### config.mk
export PLATFORM = sky130hd
export DESIGN_NAME = chain_fifo
export DESIGN_NICKNAME = d
export VERILOG_FILES = /design/src/rtl/chain_fifo.sv
export SDC_FILE = /design/constraint.sdc
export NUM_CORES = 1
export LEC_CHECK = 0
export ABC_AREA = 1
export ABC_CLOCK_PERIOD_IN_PS = 1400
export CAP_MARGIN = 40
export CORE_UTILIZATION = 45
export CTS_CLUSTER_DIAMETER = 30
export DETAILED_ROUTE_END_ITERATION = 16
export MAX_ROUTING_LAYER = met4
export PLACE_DENSITY = 0.78
export SETUP_SLACK_MARGIN = 0.05
export SYNTH_ARGS = -nofsm -noshare
export SYNTH_HDL_FRONTEND = slang
export SYNTH_SLANG_ARGS = --single-unit
### constraint.sdc
create_clock -name clk -period 1.4 [get_ports clk]
set_input_delay 0.14 -clock clk [delete_from_list [all_inputs] [get_ports clk]]
set_output_delay 0.14 -clock clk [all_outputs]
set_load 0.01 [all_outputs]
### src/rtl/chain_fifo.sv
// chain_fifo: first-word-fall-through FIFO between the buffer/and2 gate
// chain and its downstream consumer. Pointers carry one extra wrap bit so
// full and empty are distinguishable without a separate counter.
// Optional occupancy output is enabled with CHAIN_FIFO_LEVEL_EN.
module chain_fifo #(
  parameter int WIDTH = 5,
  parameter int DEPTH = 4
) (
  input  logic             clk,
  input  logic             rst,
  input  logic             in_valid,
  output logic             in_ready,
  input  logic [WIDTH-1:0] in_data,
  output logic             out_valid,
  input  logic             out_ready,
  output logic [WIDTH-1:0] out_data
`ifdef CHAIN_FIFO_LEVEL_EN
  ,
  output logic [$clog2(DEPTH):0] level
`endif
);

  localparam int AW = $clog2(DEPTH);
  localparam logic [AW:0] PTR_ONE = 1;

  logic [AW:0]      wr_ptr_q, wr_ptr_d;
  logic [AW:0]      rd_ptr_q, rd_ptr_d;
  logic [WIDTH-1:0] mem_q [DEPTH];
  logic             empty, full, push, pop;

  assign empty = (wr_ptr_q == rd_ptr_q);
  assign full  = (wr_ptr_q[AW] != rd_ptr_q[AW]) &&
                 (wr_ptr_q[AW-1:0] == rd_ptr_q[AW-1:0]);

  // Handshake flags come only from registered pointers, so in_ready never
  // looks through to out_ready and a full FIFO refuses a same-cycle push.
  assign in_ready  = !full;
  assign out_valid = !empty;
  assign push      = in_valid && in_ready;
  assign pop       = out_valid && out_ready;

  // Head word is masked to zero when empty; storage itself is never cleared.
  assign out_data = out_valid ? mem_q[rd_ptr_q[AW-1:0]] : '0;

  // Next-state pointers; both wrap naturally modulo 2*DEPTH.
  always_comb begin
    wr_ptr_d = wr_ptr_q;
    rd_ptr_d = rd_ptr_q;
    if (push) wr_ptr_d = wr_ptr_q + PTR_ONE;
    if (pop)  rd_ptr_d = rd_ptr_q + PTR_ONE;
  end

  // Pointer registers with synchronous reset; reset-cycle handshakes are lost.
  always_ff @(posedge clk) begin
    if (rst) begin
      wr_ptr_q <= '0;
      rd_ptr_q <= '0;
    end else begin
      wr_ptr_q <= wr_ptr_d;
      rd_ptr_q <= rd_ptr_d;
    end
  end

  // Storage write at the low bits of the write pointer.
  always_ff @(posedge clk) begin
    if (!rst && push) mem_q[wr_ptr_q[AW-1:0]] <= in_data;
  end

`ifdef CHAIN_FIFO_LEVEL_EN
  logic [AW:0] level_q, level_d;

  // Occupancy counter: up on push only, down on pop only.
  always_comb begin
    level_d = level_q;
    case ({push, pop})
      2'b10:   level_d = level_q + PTR_ONE;
      2'b01:   level_d = level_q - PTR_ONE;
      default: level_d = level_q;
    endcase
  end

  // Occupancy register, cleared together with the pointers.
  always_ff @(posedge clk) begin
    if (rst) level_q <= '0;
    else     level_q <= level_d;
  end

  assign level = level_q;
`endif

endmodule
* After elaboration in Yosys (flattened, before gate mapping)
Memory sizes are Yosys's and may differ from the RTL's. A register that Yosys moved wholly into a read port is not among the register bits.
Cells that the tools add are included.
Widths: inputs -> output; s select.
** Storage, ports and cells
- Flip-flop bits (word level) :: 6
- Memory bits (writable) :: 20
- Output and inout port bits :: 7
- Memories :: 1
** Operators by class
- $add $sub $neg :: 2
- Equality and inequality tests :: 3
- Mux-type cells :: 5
- Reductions and logical operators :: 7
** Memory list
- mem_q :: words 4, bits a word 5, read ports 1, clocked after memory_dff 1, wr ports 1, line 28 : logic [WIDTH-1:0] mem_q [DEPTH];
** Operators with widths (count)
- $add 3x1->3 const B :: 2
- $mux 5 :: 1
- $logic_and 1x1->1 :: 4
- $mux 2 :: 2
- $eq 3x3->1 :: 1
- $logic_not 1->1 :: 3
- $eq 2x2->1 :: 1
- $mux 1 :: 2
- $ne 1x1->1 :: 1

* Depth between registers and ports, before layout
Gate-level depths: netlist of the first run.
- Word-level depth :: 7
- Depth in mapped cells :: 8
- Depth with buffers taken out :: 7

* Worst setup path before layout of the first run
OpenSTA, ideal clock, no wires.
- Path kind :: reg-to-reg
- Start :: reg wr_ptr_q[0]
- End :: mem mem_q[0][0] (enable)
- Library setup time :: 0.339 ns
- Arrival time :: 1.139 ns
- Data required time :: 1.061 ns
- Slack :: -0.079 ns
- Cell stages (with the launch flop) :: 7
- Path through :: dfxtp_1 inv_1 nand2_1 nand2_2 nand3_2 nand3_1 nor2_1
** On the way
- Longest elaborated chain between the ends :: 7
** Ends and longest elaborated chain
- from (decl) :: line 26 : logic [AW:0] wr_ptr_q, wr_ptr_d;
- from (signal assigned) :: line 59 : wr_ptr_q <= wr_ptr_d;
- $eq 2x2->1 :: line 33 : (wr_ptr_q[AW-1:0] == rd_ptr_q[AW-1:0]);
- $logic_and 1x1->1 :: line 32 : assign full = (wr_ptr_q[AW] != rd_ptr_q[AW]) &&
- $logic_not 1->1 :: line 37 : assign in_ready = !full;
- named net in_ready :: line 12 : output logic in_ready,
- $logic_and 1x1->1 :: line 39 : assign push = in_valid && in_ready;
- $logic_and 1x1->1 :: line 66 : if (!rst && push) mem_q[wr_ptr_q[AW-1:0]] <= in_data;
- $mux 1 :: line 66
- $mux 1 (implied by the code) :: line 66
- to (decl) :: line 28
The timed path passes the listed nets, and every way through them passes these cells.

==> results.txt, run 1 <==
Psw = 593 uW
CTS root buffer = clkbuf_4
TritonCTS Buffers = 3
worst r2r path cells = 7
vias per inst = 5.11
Hold Path End = mem_q[3][1]
static leakage = 0.000789 uW
peak fanout along the critical path = 5
Antenna Nets Post-Route = 0
sequential-to-total area share from yosys stat = 0.593
Clk Latency, worst-skew pair = 0.32 ns
portion of netlist area occupied by mux cells = 0
Clock Pin Slew Worst Setup and Hold Paths = 0.15 ns
worst hold stages = 1
P per Cell Area = 1120 nW/um^2
max_cap viols = 0
sequential power share = 0.464
FP Rows = 19
Data arrival, critical path = 1.44 ns
Finish-stage setup viols = 21
CP delay by family, top = flip-flops
Hold/Removal Path Class = input port to flip-flop
starting density of the core = 0.470
Non-Filler Instances = 210
Residual DRC = 0
Worst R2R Start = wr_ptr_q[1]
Worst Path Buf+Inv = 3
adder-cell share of the synthesized area = 0.0487
post-synth top area share = 0.468
slew at the pin closest to its max-slew limit = 0.274 ns
cells along the critical path = buf_8 -> nor2_2 -> nor2_1 -> o21ai_1 -> o21ai_1 -> nand2_1 -> inv_1 -> buf_2
largest family of logic cells by synthesized area = simple AND/OR/NAND/NOR gates
post-synth cell types = 16
clk_skew = 0.00635 ns
xor/xnor share of the synthesized area = 0
Max VDD drop = 0.703 mV
CP Class = flip-flop to primary output
final setup margin = -0.179 ns
commonest non-fill, non-tap cells in the layout = edfxtp_1 (20), nand2_1 (17), buf_4 (17)
clock share of power = 0.246
DR iter-0 viols = 36
Die Ht = 55.4 microns
width of the chip = 55.4 microns
WL final = 2.78 mm
Mapped Area = 1280 sq um
most common cell after layout, fill and taps aside = edfxtp_1
CTS max path bufs = 2
Core Region = 2730 sq um
routed length per instance = 13.2 microns
Peak Freq = 0.633 GHz
worst hold start = in_data[1]
nets@finish = 194
Worst R2R Setup Slack = -0.02 ns
syn avg cell area = 9.30 sq um
# fillers = 185
Worst setup EP type = primary output
port buffer count = 15
leading post-synthesis cells by cell area = edfxtp_1 (47%), dfxtp_1 (12%), nor2_1 (7.6%), nand2_1 (7.0%), o21ai_0 (5.8%)
CP max stage delay = 0.41 ns
CTS tree = built
post-synthesis compound-gate area fraction = 0.0819
Rel. slew slack = 0.817
most used cell, CP = o21ai_1
status = finished with violations
Pins Over Slew Limit = 0
first-pass GRT wire length = 4.59 mm
FF+latch count, synth = 28
largest net degree at the start of global routing = 17
vias in the first global route = 1117
failing checks = setup timing
Place WS = -0.185 ns
largest area contributor in the netlist = edfxtp_1
iteration count of the initial detailed-routing pass = 4
H-tree Lvls = 1
# diodes = 0
internal power = 1510 uW
Vias = 1074
Area Overhead vs Synth = 46.4%
total grt overflow = 0
GRT Overall Usage = 0.197
Startpoint Class = flip-flop
Gate power share = 0.290
placed insts = 200
hold_buf cts = 0
share of layout cells above drive strength 1 = 0.441
Die ar. = 3070 sq um
final worst-path cycle share = 1.13
r2r endpoint = mem_q[1][2]
RSZ-0062 raised after global routing = yes
synth warn = 0
Fin. Hold Viols = 0
Final min period = 1.58 ns
Detailed Place HPWL = 1.84 mm
critical path's slowest cell = dfxtp_4
Syn Inst Count = 138
Net Count, Synth = 152
area fraction in and, or, nand and nor cells after synthesis = 0.203
# IOs = 16
Placer Congestion = 0.787
sw frac = 0.281
WP data required = 1.26 ns
initial antenna violation count = 0
Fin Hold WS = 0.441 ns
Clock Sinks = 28
## synthesized netlist by cell type (all sizes together)
| master | number |
|---|---|
| nand3 | 9 |
| nor2 | 26 |
| clkbuf | 1 |
| inv | 19 |
| edfxtp | 20 |
| a21oi | 6 |
| dfxtp | 8 |
| ha | 5 |
| o21ai | 15 |
| buf | 2 |
| clkinv | 1 |
| nand2 | 26 |
## sequential cells by signal, summed over array words and instances, names as in the netlist, named ones only
signal / flops
rd_ptr_q: 3
mem_q: 20
wr_ptr_q: 3
## what timing repair did
item / in CTS / in global routing
resized for setup: 66 / 28
buffers inserted: 2 / 4
endpoints found under the setup margin: 27 / 29
pin swaps: 10 / 14
gates cloned: 1 / 0
## metal layers
metal / part of all wire / GRT usage
met5: 0 / -
met1: 0.42 / 0.228
met3: 0.053 / 0.0281
met2: 0.51 / 0.332
met4: 0.017 / 0.104
## worst max path at each step
| stage | startpoint | to | cells after the start |
|---|---|---|---|
| floorplan | wr_ptr_q[0] | mem_q[0][0] | 6 |
| global placement | flip-flop | out_data[0] | 6 |
| detailed placement | flip-flop | out_data[4] | 6 |
| CTS | flip-flop | out_data[4] | 8 |
| global route | flip-flop | out_data[4] | 8 |
| finish | flip-flop | out_data[4] | 8 |
## stage by stage
stage	util	TNS [ns]	instance area [sq um]	power (uW)
after floorplan	-	0	1330	1250
after global placement	0.600	-0.789	1640	1460
after detailed placement	0.600	-1.70	1640	1480
after CTS	0.640	-0.459	1750	2010
after global routing	0.687	-1.89	1880	2200
final	0.687	-0.795	1880	2110
## power by group through the flow
stage                     Clock, uW  Sequential, uW  Combinational (uW)
after floorplan                   0             966                 280
after global placement            0             973                 486
after detailed placement          0             976                 503
after CTS                       527             969                 513
after global routing            555             982                 666
final                           519             976                 611
## logic make-up (layout without fill, tap and decap cells)
| logic type | after synthesis | count (layout) |
|---|---|---|
| flops | 28 | 28 |
| simple gates | 61 | 61 |
| buf+inv | 23 | 64 |
| fa+ha+maj | 5 | 5 |
| compound gates | 21 | 21 |
## final cells by class
cell class / count / area [sq um] / share of cell area
inverter: 20 / 80.1 / 0.0426
clock inverter: 1 / 30.0 / 0.0160
sequential: 28 / 778 / 0.414
timing repair buffer: 40 / 358 / 0.190
clock buffer: 3 / 22.5 / 0.0120
tap: 31 / 38.8 / 0.0206
multi-input combinational: 87 / 572 / 0.304
(Power assumes the default switching activity.)
==> run 2, diff against run 1 <==
CORE_ASPECT_RATIO = 1.2   (was unset)
DONT_BUFFER_PORTS = 1   (was unset)
PLACE_DENSITY = 0.71   (was 0.78)
==> results.txt, run 2 (synthesis gave the netlist of run 1 again) <==
Worst R2R Start = wr_ptr_q[0]
met1 Use GR = 0.228
Area Overhead vs Synth = 30.2%
vias in the first global route = 917
port buffer count = 0
slew at the pin closest to its max-slew limit = 0.284 ns
FF+latch area = 783 sq um
Most Crowded Layer GR = met2
Clk Latency, worst-skew pair = 0.31 ns
Worst R2R Setup Slack = 0.07 ns
total grt overflow = 0
FP Rows = 20
routed length per instance = 14.2 microns
P per Cell Area = 1080 nW/um^2
worst hold start = out_ready
nets@finish = 174
clk_skew = 0.00775 ns
multi-input gate area in the final layout = 563 sq um
DR iter-0 viols = 20
Startpoint Class = flip-flop
Final Util = 0.636
status = complete, no violations
share of layout cells above drive strength 1 = 0.371
met2 Use GR = 0.366
RSZ-0062 raised after global routing = yes
largest net degree at the start of global routing = 16
total power = 1810 uW
CP Class = flip-flop to primary output
Die ar. = 3070 sq um
static leakage = 0.000658 uW
Clock Pin Slew Worst Setup and Hold Paths = 0.14 ns
CTS max path bufs = 2
initial antenna violation count = 0
Die Ht = 60.5 microns
WL final = 2.73 mm
Rel. slew slack = 0.811
Non-Filler Instances = 192
area post-placement = 1380 sq um
commonest non-fill, non-tap cells in the layout = edfxtp_1 (20), nor2_1 (18), nand2_1 (14)
TritonCTS Buffers = 3
final worst-path cycle share = 0.998
# fillers = 216
Placer Congestion = 0.752
GRT Overall Usage = 0.206
CTS root buffer = clkbuf_4
Clock Sinks = 28
Max VDD drop = 0.694 mV
# diodes = 0
iteration count of the initial detailed-routing pass = 4
width of the chip = 50.8 microns
Finish-stage setup viols = 0
most common cell after layout, fill and taps aside = edfxtp_1
# IOs = 16
CTS tree = built
Peak Freq = 0.716 GHz
Final min period = 1.40 ns
first-pass GRT wire length = 4.32 mm
met3 usage = 0.0426
Hold/Removal Path Class = input port to flip-flop
Data arrival, critical path = 1.26 ns
Detailed Place HPWL = 1.62 mm
CP endpoint = out_data[3]
Fin. Hold Viols = 0
peak fanout along the critical path = 5
starting density of the core = 0.489
Core Region = 2630 sq um
Worst setup EP type = primary output
placed insts = 172
Pins Over Slew Limit = 0
Final Cell Area = 1670 sq um
Antenna Nets Post-Route = 0
max_cap viols = 0
max reg flops = 20
r2r endpoint = mem_q[0][4]
vias per inst = 5.03
H-tree Lvls = 1
Residual DRC = 0
worst r2r path cells = 6
WP data required = 1.26 ns
post-route setup TNS = 0 ns
Vias = 965
run 2: per-stage QoR:
step | worst slack, ns | hold slack (ns)
after floorplan | 0.0930 | 0.239
after global placement | -0.0204 | 0.239
after detailed placement | -0.0640 | 0.239
after CTS | -0.0101 | 0.00692
after global routing | -0.0916 | 0.0302
final | 0.00285 | 0.0296
run 2: layout make-up:
cell class / count / share of cell area
Clock inverter: 1 / 0.00225
Inverter: 20 / 0.0479
Timing Repair Buffer: 19 / 0.106
Sequential cell: 28 / 0.469
Multi-Input combinational cell: 88 / 0.337
Tap cell: 33 / 0.0247
Clock buffer: 3 / 0.0135
run 2: worst min path at each step:
stage	slack [ns]	cells past startpoint	endpoint
global route	0.03	2	flip-flop
CTS	0.007	3	flip-flop
detailed placement	0.24	0	mem_q[3][2]
global placement	0.24	0	mem_q[3][3]
floorplan	0.24	0	mem_q[0][0]
finish	0.03	3	flip-flop
run 2: layer usage:
layer	part of all wire	routed length, microns
met2	0.54	1460
met4	0.027	74
met1	0.40	1090
met5	0	0
met3	0.040	110
run 2: timing repair:
action                                  CTS  global route
hold endpoints to repair                 26             2
hold buffers                              7             1
endpoints found under the setup margin   25            25
setup buffers                             5             1
cloned                                    2             0
pin swaps                                 6            11
resized for setup                        45            16
run 2: power breakdown:
part | total (uW) | internal (uW) | switching (uW)
registers | 983 | 934 | 49.4
clock network | 327 | 104 | 223
logic | 497 | 200 | 297
total | 1810 | 1240 | 569
run 2: worst max-delay path, stage by stage, from the launching register on:
cell     delay (ns)
dfxtp_4        0.41
buf_6          0.13
nor2_2         0.03
nor2_1         0.07
o21ai_1        0.06
o21ai_1        0.10
nand2_2        0.08
inv_2          0.07
